`config.mk`:
```
export PLATFORM = sky130hd
export DESIGN_NAME = am2907_bus_ctl
export DESIGN_NICKNAME = d
export VERILOG_FILES = /design/src/rtl/am2907_bus_ctl.sv
export SDC_FILE = /design/constraint.sdc
export NUM_CORES = 1
export LEC_CHECK = 0
export BUFFER_PORTS_ARGS = -buffer_cell sky130_fd_sc_hd__buf_2
export CAP_MARGIN = 10
export CELL_PAD_IN_SITES_DETAIL_PLACEMENT = 2
export CELL_PAD_IN_SITES_GLOBAL_PLACEMENT = 2
export CORE_MARGIN = 2
export CORE_UTILIZATION = 32
export CTS_CLUSTER_SIZE = 25
export DETAILED_ROUTE_END_ITERATION = 16
export GPL_ROUTABILITY_DRIVEN = 1
export GPL_TIMING_DRIVEN = 0
export HOLD_SLACK_MARGIN = 0.06
export PLACE_DENSITY = 0.88
export SLEW_MARGIN = 40
export SYNTH_ARGS = -nofsm -noshare
export SYNTH_HDL_FRONTEND = slang
export SYNTH_SLANG_ARGS = --single-unit
```
`constraint.sdc`:
```
create_clock -name clk -period 2.6 [get_ports clk]
set_input_delay 0.26 -clock clk [delete_from_list [all_inputs] [get_ports clk]]
set_output_delay 0.26 -clock clk [all_outputs]
set_load 0.01 [all_outputs]
```
`src/rtl/am2907_bus_ctl.sv`:
```
`default_nettype none
// ============================================================================
// Module   : am2907_bus_ctl
// Purpose  : Round-robin arbiter and cycle sequencer for one am2907
//            transceiver slice sitting between a local bus and a shared
//            open-collector system bus. Runs one complete write or read
//            cycle per grant and checks read parity.
// Ports    : clk, rst        - clock, asynchronous active-high reset
//            req_i, rd_i     - per-master request level and direction
//            odd_i, pbus_i   - transceiver parity vs. system bus parity
//            perr_clr_i      - clears the sticky parity error flag
//            gnt_o, ack_o    - one-hot grant, one-cycle completion pulse
//            drcp_o, be_n_o, rle_n_o, oe_n_o - transceiver controls
//            busy_o, perr_o, perr_sticky_o   - status
// Revision : 1.0 - initial release
// ============================================================================
module am2907_bus_ctl #(
  parameter int NREQ = 4,
  parameter int TDRV = 2,
  parameter int TSET = 1
) (
  input  logic            clk,
  input  logic            rst,
  input  logic [NREQ-1:0] req_i,
  input  logic [NREQ-1:0] rd_i,
  input  logic            odd_i,
  input  logic            pbus_i,
  input  logic            perr_clr_i,
  output logic [NREQ-1:0] gnt_o,
  output logic [NREQ-1:0] ack_o,
  output logic            drcp_o,
  output logic            be_n_o,
  output logic            rle_n_o,
  output logic            oe_n_o,
  output logic            busy_o,
  output logic            perr_o,
  output logic            perr_sticky_o
);

  localparam int PW   = (NREQ > 1) ? $clog2(NREQ) : 1;
  localparam int TMAX = (TDRV > TSET) ? TDRV : TSET;
  localparam int CW   = $clog2(TMAX) + 1;
  localparam logic [CW-1:0] DRV_LOAD = CW'(TDRV - 1);
  localparam logic [CW-1:0] SET_LOAD = CW'(TSET - 1);

  typedef enum logic [2:0] {
    S_IDLE  = 3'd0,
    S_LOAD  = 3'd1,
    S_DRIVE = 3'd2,
    S_RCV   = 3'd3,
    S_CAPT  = 3'd4,
    S_ACK   = 3'd5
  } state_t;

  state_t          state_q;
  logic [PW-1:0]   ptr_q;
  logic [CW-1:0]   cnt_q;
  logic [NREQ-1:0] gnt_q;
  logic [NREQ-1:0] ack_q;
  logic            drcp_q;
  logic            be_n_q;
  logic            rle_n_q;
  logic            oe_n_q;
  logic            busy_q;
  logic            perr_q;
  logic            perr_sticky_q;

  // Round-robin winner: first requester strictly after the last winner.
  logic [PW-1:0]   ptr_d;
  logic [PW:0]     w_sum;
  logic [PW-1:0]   w_idx;
  logic            w_found;

  always_comb begin
    ptr_d   = ptr_q;
    w_sum   = '0;
    w_idx   = '0;
    w_found = 1'b0;
    for (int k = 1; k <= NREQ; k++) begin
      w_sum = {1'b0, ptr_q} + (PW+1)'(k);
      if (w_sum >= (PW+1)'(NREQ)) begin
        w_sum = w_sum - (PW+1)'(NREQ);
      end
      w_idx = w_sum[PW-1:0];
      if (!w_found && req_i[w_idx]) begin
        w_found = 1'b1;
        ptr_d   = w_idx;
      end
    end
  end

  // Every output is registered and set on the edge that enters the state
  // it belongs to, so outputs line up with the state cycle by cycle.
  always_ff @(posedge clk or posedge rst) begin
    if (rst) begin
      state_q <= S_IDLE;
      ptr_q   <= PW'(NREQ - 1);
      cnt_q   <= '0;
      gnt_q   <= '0;
      ack_q   <= '0;
      drcp_q  <= 1'b0;
      be_n_q  <= 1'b1;
      rle_n_q <= 1'b1;
      oe_n_q  <= 1'b1;
      busy_q  <= 1'b0;
      perr_q  <= 1'b0;
    end else begin
      case (state_q)
        S_IDLE: begin
          if (w_found) begin
            ptr_q  <= ptr_d;
            gnt_q  <= NREQ'(1) << ptr_d;
            busy_q <= 1'b1;
            // Direction is taken only here; later rd changes are ignored.
            if (rd_i[ptr_d]) begin
              state_q <= S_RCV;
              rle_n_q <= 1'b0;
              cnt_q   <= SET_LOAD;
            end else begin
              state_q <= S_LOAD;
              drcp_q  <= 1'b1;
            end
          end
        end
        S_LOAD: begin
          // drcp drops on the same edge be_ goes low: never both active.
          drcp_q  <= 1'b0;
          be_n_q  <= 1'b0;
          cnt_q   <= DRV_LOAD;
          state_q <= S_DRIVE;
        end
        S_DRIVE: begin
          if (cnt_q == '0) begin
            be_n_q  <= 1'b1;
            ack_q   <= gnt_q;
            state_q <= S_ACK;
          end else begin
            cnt_q <= cnt_q - 1'b1;
          end
        end
        S_RCV: begin
          if (cnt_q == '0) begin
            rle_n_q <= 1'b1;
            oe_n_q  <= 1'b0;
            state_q <= S_CAPT;
          end else begin
            cnt_q <= cnt_q - 1'b1;
          end
        end
        S_CAPT: begin
          perr_q  <= odd_i ^ pbus_i;
          ack_q   <= gnt_q;
          state_q <= S_ACK;
        end
        S_ACK: begin
          ack_q   <= '0;
          gnt_q   <= '0;
          oe_n_q  <= 1'b1;
          rle_n_q <= 1'b1;
          be_n_q  <= 1'b1;
          perr_q  <= 1'b0;
          busy_q  <= 1'b0;
          state_q <= S_IDLE;
        end
        default: begin
          state_q <= S_IDLE;
          gnt_q   <= '0;
          ack_q   <= '0;
          drcp_q  <= 1'b0;
          be_n_q  <= 1'b1;
          rle_n_q <= 1'b1;
          oe_n_q  <= 1'b1;
          busy_q  <= 1'b0;
          perr_q  <= 1'b0;
        end
      endcase
    end
  end

  // Sticky flag rises together with perr; a set beats a simultaneous clear.
  always_ff @(posedge clk or posedge rst) begin
    if (rst) begin
      perr_sticky_q <= 1'b0;
    end else if ((state_q == S_CAPT) && (odd_i ^ pbus_i)) begin
      perr_sticky_q <= 1'b1;
    end else if (perr_clr_i) begin
      perr_sticky_q <= 1'b0;
    end
  end

  assign gnt_o         = gnt_q;
  assign ack_o         = ack_q;
  assign drcp_o        = drcp_q;
  assign be_n_o        = be_n_q;
  assign rle_n_o       = rle_n_q;
  assign oe_n_o        = oe_n_q;
  assign busy_o        = busy_q;
  assign perr_o        = perr_q;
  assign perr_sticky_o = perr_sticky_q;

endmodule
`default_nettype wire

```
==> metrics, run 1 <==
status=finished, final reports clean; post-route ant nets=0; die height=about 67 microns; cell family with most CP delay=compound AO/OA/AOI/OAI gates; Max-slew headroom=about 46%; Most used DFF post-synth=dfrtp_1; post-CTS sizing=0; unrepaired setup endpoints after global routing=false; PwrDens=1420 nW/um^2; starting density of the core=34.0%; Post-synth EDFFs=0; ratio of cells with drive above 1 in the final layout=roughly 29%; clock-pin slew on the worst setup and hold paths=roughly 0.090 ns; number of global-route vias before repair=about 1,300; die width=roughly 67 microns; leak pwr=between 0.7 and 0.8 nW; DR vias/cell=5.38; # rows=22; syn_nets=150; first-pass GRT wire length=roughly 6.7 mm; CP Launch Type=flop; sequential share of the synthesized area=between 40% and 50%; Hold WC Path Type=in -> reg; total track usage=just under 20%; IO buf count=27; crit path time final=about 2.3 ns; critical path class=reg -> reg; TritonCTS clock tree=yes; crit path max-delay cell type=dfstp_2; CP required=around 2.8 ns; Crit. End Element=flop; post-layout util=41.4%; routed vias=about 1,200; count of final hold-check violations=0; CTS max path bufs=2; Final Max Slew Viols=0; WP data arrival=about 2.4 ns; synthesized area per cell=roughly 9.4 sq um; post-CTS setup repair buffer count=0; pre-CTS setup slack=about 0.37 ns; slowest cell delay on critical path=about 0.56 ns; Worst Slack Setup Final=about 0.33 ns; fin crit share=between 80% and 90%; DP Cell Count=around 210; max cap viols=0; largest net degree at the start of global routing=23; DR pass1 iterations=4; Distinct cells, synth=42; Synth top area share=33.7%; Yosys warnings=0; total placed instance area=approximately 1500 sq um; total gr overflow=0; core footprint=between 3000 and 4000 sq um; post-synth top area cell=dfrtp_1; Final #Nets=approximately 180; Final Skew=approximately 0.0043 ns; post-synthesis register bit count=22; CTS Hold Buffers Added=1; fmax=441 MHz; Iter 0 DRT Violations=38; io pins=28; worst-margin pin slew=roughly 0.80 ns; synthesized instance count=between 100 and 150; P&R area growth vs syn=21.9%; drt drc=0; setup_tns=0 ns; initial antenna violation count=0; overall power=2.19 mW; Hold WS=approximately 0.21 ns; routed len/inst=between 15 and 20 microns; Max FO, Critical Path=6; htree depth=1; CTS Sinks=22; Clock Latency Late Sink=~0.26 ns; Die ar.=roughly 4500 sq um; CP bufs+invs=0; Clock Tree Root=clkbuf_8; Total Wirelength=around 4 mm; diodes inserted=0; synthesized area=roughly 1300 sq um; fin cells=roughly 210; CP Cell Sequence=nand2b_1, a21boi_2, nor3_4, mux2i_1, a21oi_1, o41ai_2; Worst VDD drop=~0.37 mV; final setup fails=0; total CTS buffers=3; GPL Wtd Cong=0.857; synth top area cells=dfrtp_1 (34%), dfstp_2 (10%), nand2_1 (4.5%); design area=approximately 1500 sq um; Post-synth ARST share=between 90% and 100%; Detailed Place HPWL=3.01 mm
-- layout make-up --
cell class | count | area, sq um
buffer | 5 | 21.3
sequential | 22 | 557
clock buffer | 3 | 41.3
multi-input combinational | 99 | 654
clock inverter | 1 | 30.0
fill | 427 | 2180
inverter | 8 | 30.0
timing repair buffer | 28 | 145
tap | 48 | 60.1
-- cell usage in the layout (no fill, tap or decap), drive strengths merged, types with 3 or more instances in the layout --
cell type	Yosys	routed
nor3	4	4
inv	8	8
nand2b	5	5
buf	2	29
nor2	9	9
a21oi	7	7
nand3	7	7
a22o	4	4
ha	3	3
nor3b	4	4
a21o	4	4
o21ai	13	13
nand2	15	15
dfstp	5	5
dfrtp	17	17
clkbuf	3	6
-- layer usage --
layer	up-vias	GRT usage, %	share of wire, %
met5	-	0	0
li1	547	-	-
met1	582	23.5	41
met3	4	2.20	2.5
met4	0	2.55	1.0
met2	19	38.5	55
-- cells in the mapped netlist (2+ instances only) --
cell type	number
dfrtp_1	17
nand2_1	15
o21ai_0	11
nor2_1	9
inv_1	7
nand3_1	7
a21oi_1	6
dfstp_2	5
nand2b_1	5
a21o_1	4
a22o_1	4
clkbuf_1	3
ha_1	3
a311o_1	2
buf_2	2
mux2i_1	2
nor2b_1	2
nor3_1	2
nor3b_1	2
nor3b_2	2
o21ai_1	2
o31ai_1	2
-- logic make-up after synthesis --
family | after synthesis | synth area share, %
and+or+nand+nor | 50 | 22.3
AOI/OAI and AO/OA | 42 | 23.6
DFF | 22 | 44.1
buffers and inverters | 13 | 4.06
adders and majority gates | 3 | 2.97
xor gates and xnor gates | 2 | 1.39
muxes | 2 | 1.59
-- power by group --
group,switching (mW),internal [mW]
logic,0.763,0.474
clock network,0.116,0.205
registers,0.108,0.525
-- state kept, by name (all words and copies together), names as in the netlist --
signal / count
rle_n_o: 1
gnt_o: 4
oe_n_o: 1
cnt_q: 2
drcp_o: 1
state_q: 3
be_n_o: 1
perr_sticky_o: 1
ptr_q: 2
ack_o: 4
perr_o: 1
busy_o: 1
-- final timing paths --
path,start,to,slack (ns),depth (start not counted)
hold / removal,perr_clr_i,perr_sticky_o,0.21,2
hold reg to reg,busy_o,busy_o,0.48,2
setup / recovery,ptr_q[0],drcp_o,0.33,6
min in group asynchronous,rst,drcp_o,0.57,3
setup reg to reg,ptr_q[0],drcp_o,0.33,6
max in group asynchronous,rst,rle_n_o,1.68,3
No activity file was read; power rests on OpenSTA's default activity.
==> run 2, diff against run 1 <==
- CORE_ASPECT_RATIO: unset -> 1.5
==> run 2 against run 1 <==
Against the previous run: clock power down 21%; sequential share of layout area grew 0.48 points; combinational power shrank 3%; critical path depth did not move; total power shrank 4.9%; register-to-register slack gained 0.07 ns; flip-flop and latch count unchanged; fmax up 3.4%; largest power group unchanged.
==> metrics, run 2 (synthesized netlist as in run 1, its figures left out) <==
status=finished, final reports clean; CTS Sinks=22; Clock Tree Root=clkbuf_8; clock-pin slew on the worst setup and hold paths=0.09 ns; TritonCTS clock tree=yes; io pins=28; DP Cell Count=~200; design area=1520 sq um; Final Skew=0.0105 ns; fin crit share=between 80% and 90%; Die ar.=~4500 sq um; leak pwr=about 0.74 nW; Detailed Place HPWL=2.95 mm; first-pass GRT wire length=between 6 and 7 mm; CP Launch Type=flop; routed vias=~1,200; Max-slew headroom=between 40% and 50%; crit path time final=roughly 2.2 ns; htree depth=1; Hold WC Path Type=in -> reg; max cap viols=0; die width=approximately 55 microns; CP required=2.76 ns; largest net degree at the start of global routing=23; post-CTS sizing=0; Total Wirelength=3.66 mm; commonest cells after routing, fill and taps aside=buf_2 (29), dfrtp_1 (17), nand2_1 (15); Final #Nets=~180; post-CTS setup repair buffer count=0; number of global-route vias before repair=1,244; pre-CTS setup slack=between 0.3 and 0.4 ns; unrepaired setup endpoints after global routing=false; drt drc=0; critical path class=reg -> reg; die height=just over 80 microns; fmax=approximately 460 MHz; Worst Slack Setup Final=a little over 0.4 ns; total placed instance area=1450 sq um; total CTS buffers=3; core footprint=just under 4000 sq um; WP data arrival=2.36 ns; fin cells=roughly 210; P&R area growth vs syn=20.3%; crit path max-delay cell type=dfstp_2; setup_tns=0 ns; diodes inserted=0; initial antenna violation count=0; count of final hold-check violations=0; GPL Wtd Cong=around 0.75; CP Cell Sequence=nand2b_1, a21boi_2, nor3_4, mux2i_1, o22ai_1, a311o_1; Clock Latency Late Sink=about 0.27 ns; ratio of cells with drive above 1 in the final layout=28.9%; total track usage=between 15 and 20%; DR pass1 iterations=4; routed len/inst=roughly 17 microns; post-layout util=between 30% and 40%; most common cell after layout, fill and taps aside=buf_2; Max FO, Critical Path=6; # rows=28; PwrDens=between 1000 and 1500 nW/um^2; post-route ant nets=0; CP bufs+invs=0; final setup fails=0; IO buf count=27; DR vias/cell=approximately 5.5; total gr overflow=0; Iter 0 DRT Violations=15; Final Max Slew Viols=0; Worst VDD drop=between 0.4 and 0.5 mV; cell family with most CP delay=compound AO/OA/AOI/OAI gates; worst-margin pin slew=around 0.77 ns; slowest cell delay on critical path=around 0.55 ns; CTS max path bufs=2; starting density of the core=about a third; Crit. End Element=flop
run 2: worst paths after layout:
check	start	cells past startpoint	slack, ns	endpoint
hold reg to reg	oe_n_o	2	0.48	oe_n_o
setup reg to reg	ptr_q[0]	6	0.41	state_q[1]
hold / removal	perr_clr_i	2	0.18	perr_sticky_o
min in group asynchronous	rst	3	0.55	perr_sticky_o
max in group asynchronous	rst	3	1.69	ptr_q[0]
setup / recovery	ptr_q[0]	6	0.41	state_q[1]
run 2: what timing repair did:
action,in CTS,in global routing
endpoints found under the hold margin,17,0
endpoints found under the setup margin,0,0
hold buffers,1,0
run 2: per-stage QoR:
step | power [mW] | hold WS, ns
floorplan | 1.46 | 0.246
global placement | 1.73 | 0.450
detailed placement | 1.85 | 0.312
CTS | 2.11 | 0.176
global route | 2.28 | 0.188
finish | 2.08 | 0.178
run 2: final cells by class:
cell class | instances | area [sq um]
Buffer | 5 | 21.3
Clock buffer | 4 | 55.1
Fill cell | 448 | 2330
Inverter | 8 | 30.0
Multi-Input combinational cell | 99 | 654
Sequential cell | 22 | 557
Tap cell | 45 | 56.3
Timing Repair Buffer | 28 | 145
run 2: where the power goes:
| part | leakage, nW | internal (mW) | switching, mW |
|---|---|---|---|
| combinational | 0.435 | 0.472 | 0.726 |
| clock | 0.0288 | 0.135 | 0.119 |
| sequential | 0.272 | 0.525 | 0.106 |
run 2: metal layers:
metal	routed length, microns	track usage (%)
met3	94	2.23
met1	1390	19.2
met4	55	5.85
met2	2120	33.7
met5	0	0
==> run 3, diff against run 2 <==
- ABC_AREA: unset -> 1
- CORE_UTILIZATION: 32 -> 31
- clock period: 2.6 -> 2.2 ns (I/O delays scaled with it)
==> run 3 against run 2 <==
Against the previous run: fmax grew 9.2%; global-route usage shrank 1.0 points; critical path type unchanged; flip-flop and latch count is the same; synthesized cell count grew 55%; final cell count grew 46%; register-to-register slack lost 0.22 ns; largest power group unchanged; area after synthesis grew 24%; non-clock buffer count is the same.
==> metrics, run 3 <==
total track usage=roughly 16%; WP data arrival=between 2 and 2.5 ns; GPL Wtd Cong=a little over 0.8; CP Launch Type=flop; Iter 0 DRT Violations=19; Gate power share=between 60 and 70%; count leader, synth=nand2_1; count of final hold-check violations=0; status=finished, final reports clean; post-route ant nets=0; max cap viols=0; DR vias/cell=4.74; Flop pwr share=between 20% and 30%; sw frac=~52%; pre-CTS setup slack=~0.12 ns; worst-margin pin slew=between 0.6 and 0.7 ns; die width=between 60 and 70 microns; routed vias=approximately 1,500; Max FO, Critical Path=10; fin cells=308; Hold WC Path Type=in -> reg; worst hold endpoint=perr_sticky_o; drt drc=0; IO buf count=27; worst setup path start=ptr_q[0]; DP Cell Count=approximately 300; first-pass GRT wire length=7.11 mm; setup_tns=0 ns; number of global-route vias before repair=roughly 1,600; most common library cells after synthesis=nand2_1 (57), inv_1 (27), nand3_1 (22); synthesized area per cell=7.54 sq um; total gr overflow=0; Final Skew=between 0.005 and 0.006 ns; most common cell after layout, fill and taps aside=nand2_1; routed len/inst=around 14 microns; commonest cells after routing, fill and taps aside=nand2_1 (56), buf_2 (27), inv_1 (26); Switch Pwr=1.75 mW; leak pwr=just over 1 nW; Distinct cells, synth=31; cell family with most CP delay=simple AND/OR/NAND/NOR gates; Final #Nets=between 200 and 300; Post-synth EDFFs=0; reg2reg setup slack=0.19 ns; ratio of cells with drive above 1 in the final layout=roughly a third; fin crit share=91.4%; Critical R2R Capture=gnt_o[1]; TritonCTS clock tree=yes; critical path class=reg -> reg; Clock Latency Late Sink=0.27 ns; starting density of the core=between 30% and 40%; Total Wirelength=between 4 and 5 mm; Detailed Place HPWL=3.49 mm; slowest cell delay on critical path=0.57 ns; diodes inserted=0; CP Cell Sequence=inv_2, buf_6, nand2_2, nand2_2, nand2_4, nand2_4, nor2_4, nor3b_4, nand2_4, nand3_4, inv_2, nand2_4, nor2_2, nand2_1, nand2_1; design area=1900 sq um; Worst VDD drop=0.575 mV; largest net degree at the start of global routing=23; synthesized area=around 1600 sq um; post-synth top area cell=dfrtp_1; hold path start=perr_clr_i; Post-synth ARST share=100%; total CTS buffers=3; P&R area growth vs syn=21.0%; Synth top area share=27.1%; crit path time final=2.01 ns; initial antenna violation count=0; clock network fraction of total power=about 11%; htree depth=1; CP required=between 2 and 2.5 ns; synth top area cells=dfrtp_1 (27%), nand2_1 (14%), nand2_4 (8.6%); CTS Sinks=22; post-layout util=39.1%; core footprint=around 4800 sq um; CTS max path bufs=2; die height=91.1 microns; post-synthesis register bit count=22; clock-pin slew on the worst setup and hold paths=about 0.090 ns; final setup fails=0; DR pass1 iterations=4; # rows=31; Clock Tree Root=clkbuf_8; total placed instance area=1790 sq um; Hold Path Depth=2; crit path max-delay cell type=dfstp_2; CP bufs+invs=3; synthesized instance count=between 200 and 250; Die ar.=about 5700 sq um; Yosys warnings=0; fmax=roughly 500 MHz; Worst Slack Setup Final=~0.19 ns; crit-path most repeated cell=nand2_4; sequential share of the synthesized area=a little over a third; Most used DFF post-synth=dfrtp_1; syn_nets=around 220; io pins=28; Final Max Slew Viols=0; RR Startpoint=ptr_q[0]; Internal=approximately 1.6 mW; reg2reg path depth=15; Crit. End Element=flop; Max-slew headroom=54.5%; PwrDens=approximately 1800 nW/um^2
==> run 3: cell types whose count changed in the layout (fill, tap and decap cells not counted), moves of 5 or more <==
cell,previous run,this run
nand2_1,15,56
inv_1,6,26
nand3_1,7,21
nand2_4,0,12
nand2_2,0,7
nand2b_1,5,0
==> run 3: repair_timing <==
| action | 4_1_cts | 5_1_grt |
|---|---|---|
| hold buffers | 1 | 0 |
| resized for setup | 0 | 4 |
| endpoints found under the hold margin | 17 | 0 |
| endpoints found under the setup margin | 0 | 10 |
| setup buffers | 0 | 2 |
==> run 3: power by group through the flow <==
stage / Combinational [mW] / Clock, mW / Sequential [mW]
detailed placement: 2.26 / 0 / 0.707
floorplan: 1.70 / 0 / 0.722
finish: 2.28 / 0.384 / 0.694
global route: 2.57 / 0.412 / 0.716
CTS: 2.28 / 0.399 / 0.699
global placement: 2.15 / 0 / 0.699
==> run 3: layer usage <==
| metal | part of all wire [%] | vias up | global-route usage, % |
|---|---|---|---|
| met4 | 1.5 | 0 | 3.90 |
| met5 | 0 | - | 0 |
| li1 | - | 719 | - |
| met3 | 1.7 | 7 | 1.28 |
| met2 | 59 | 19 | 31.0 |
| met1 | 38 | 715 | 18.1 |
==> run 3: cell families (layout without fill, tap and decap cells) <==
group           count (synthesis)  in the layout  share of synthesized area [%]
fa+ha+maj                       3              3                           2.39
xor+xnor                        1              1                          0.558
buf+inv                        37             71                           9.89
flops                          22             22                           35.5
simple gates                  127            127                           45.5
compound gates                 18             18                           6.14
==> run 3: layout make-up <==
| class | count | area (sq um) |
|---|---|---|
| fillers | 590 | 2950 |
| multi-input cells | 149 | 868 |
| flip-flops and latches | 22 | 557 |
| repair buffers | 30 | 160 |
| inverters | 34 | 129 |
| well taps | 66 | 82.6 |
| clock buffers | 3 | 41.3 |
| clock inverters | 1 | 30.0 |
| plain buffers | 3 | 30.0 |
==> run 3: worst max path at each step <==
stage | depth (start not counted) | slack [ns] | endpoint
4_1_cts | 15 | 0.09 | drcp_o
5_1_grt | 15 | -0.003 | gnt_o[1]
2_1_floorplan | 15 | 0.39 | gnt_o[2]
3_3_place_gp | 15 | 0.17 | gnt_o[1]
6_report | 15 | 0.19 | gnt_o[1]
3_5_place_dp | 15 | 0.12 | gnt_o[1]
==> run 3: metrics by stage <==
stage               power, mW  hold WS, ns
floorplan                2.42        0.206
global placement         2.85        0.411
detailed placement       2.97        0.278
CTS                      3.38        0.121
global route             3.70        0.149
finish                   3.35        0.129
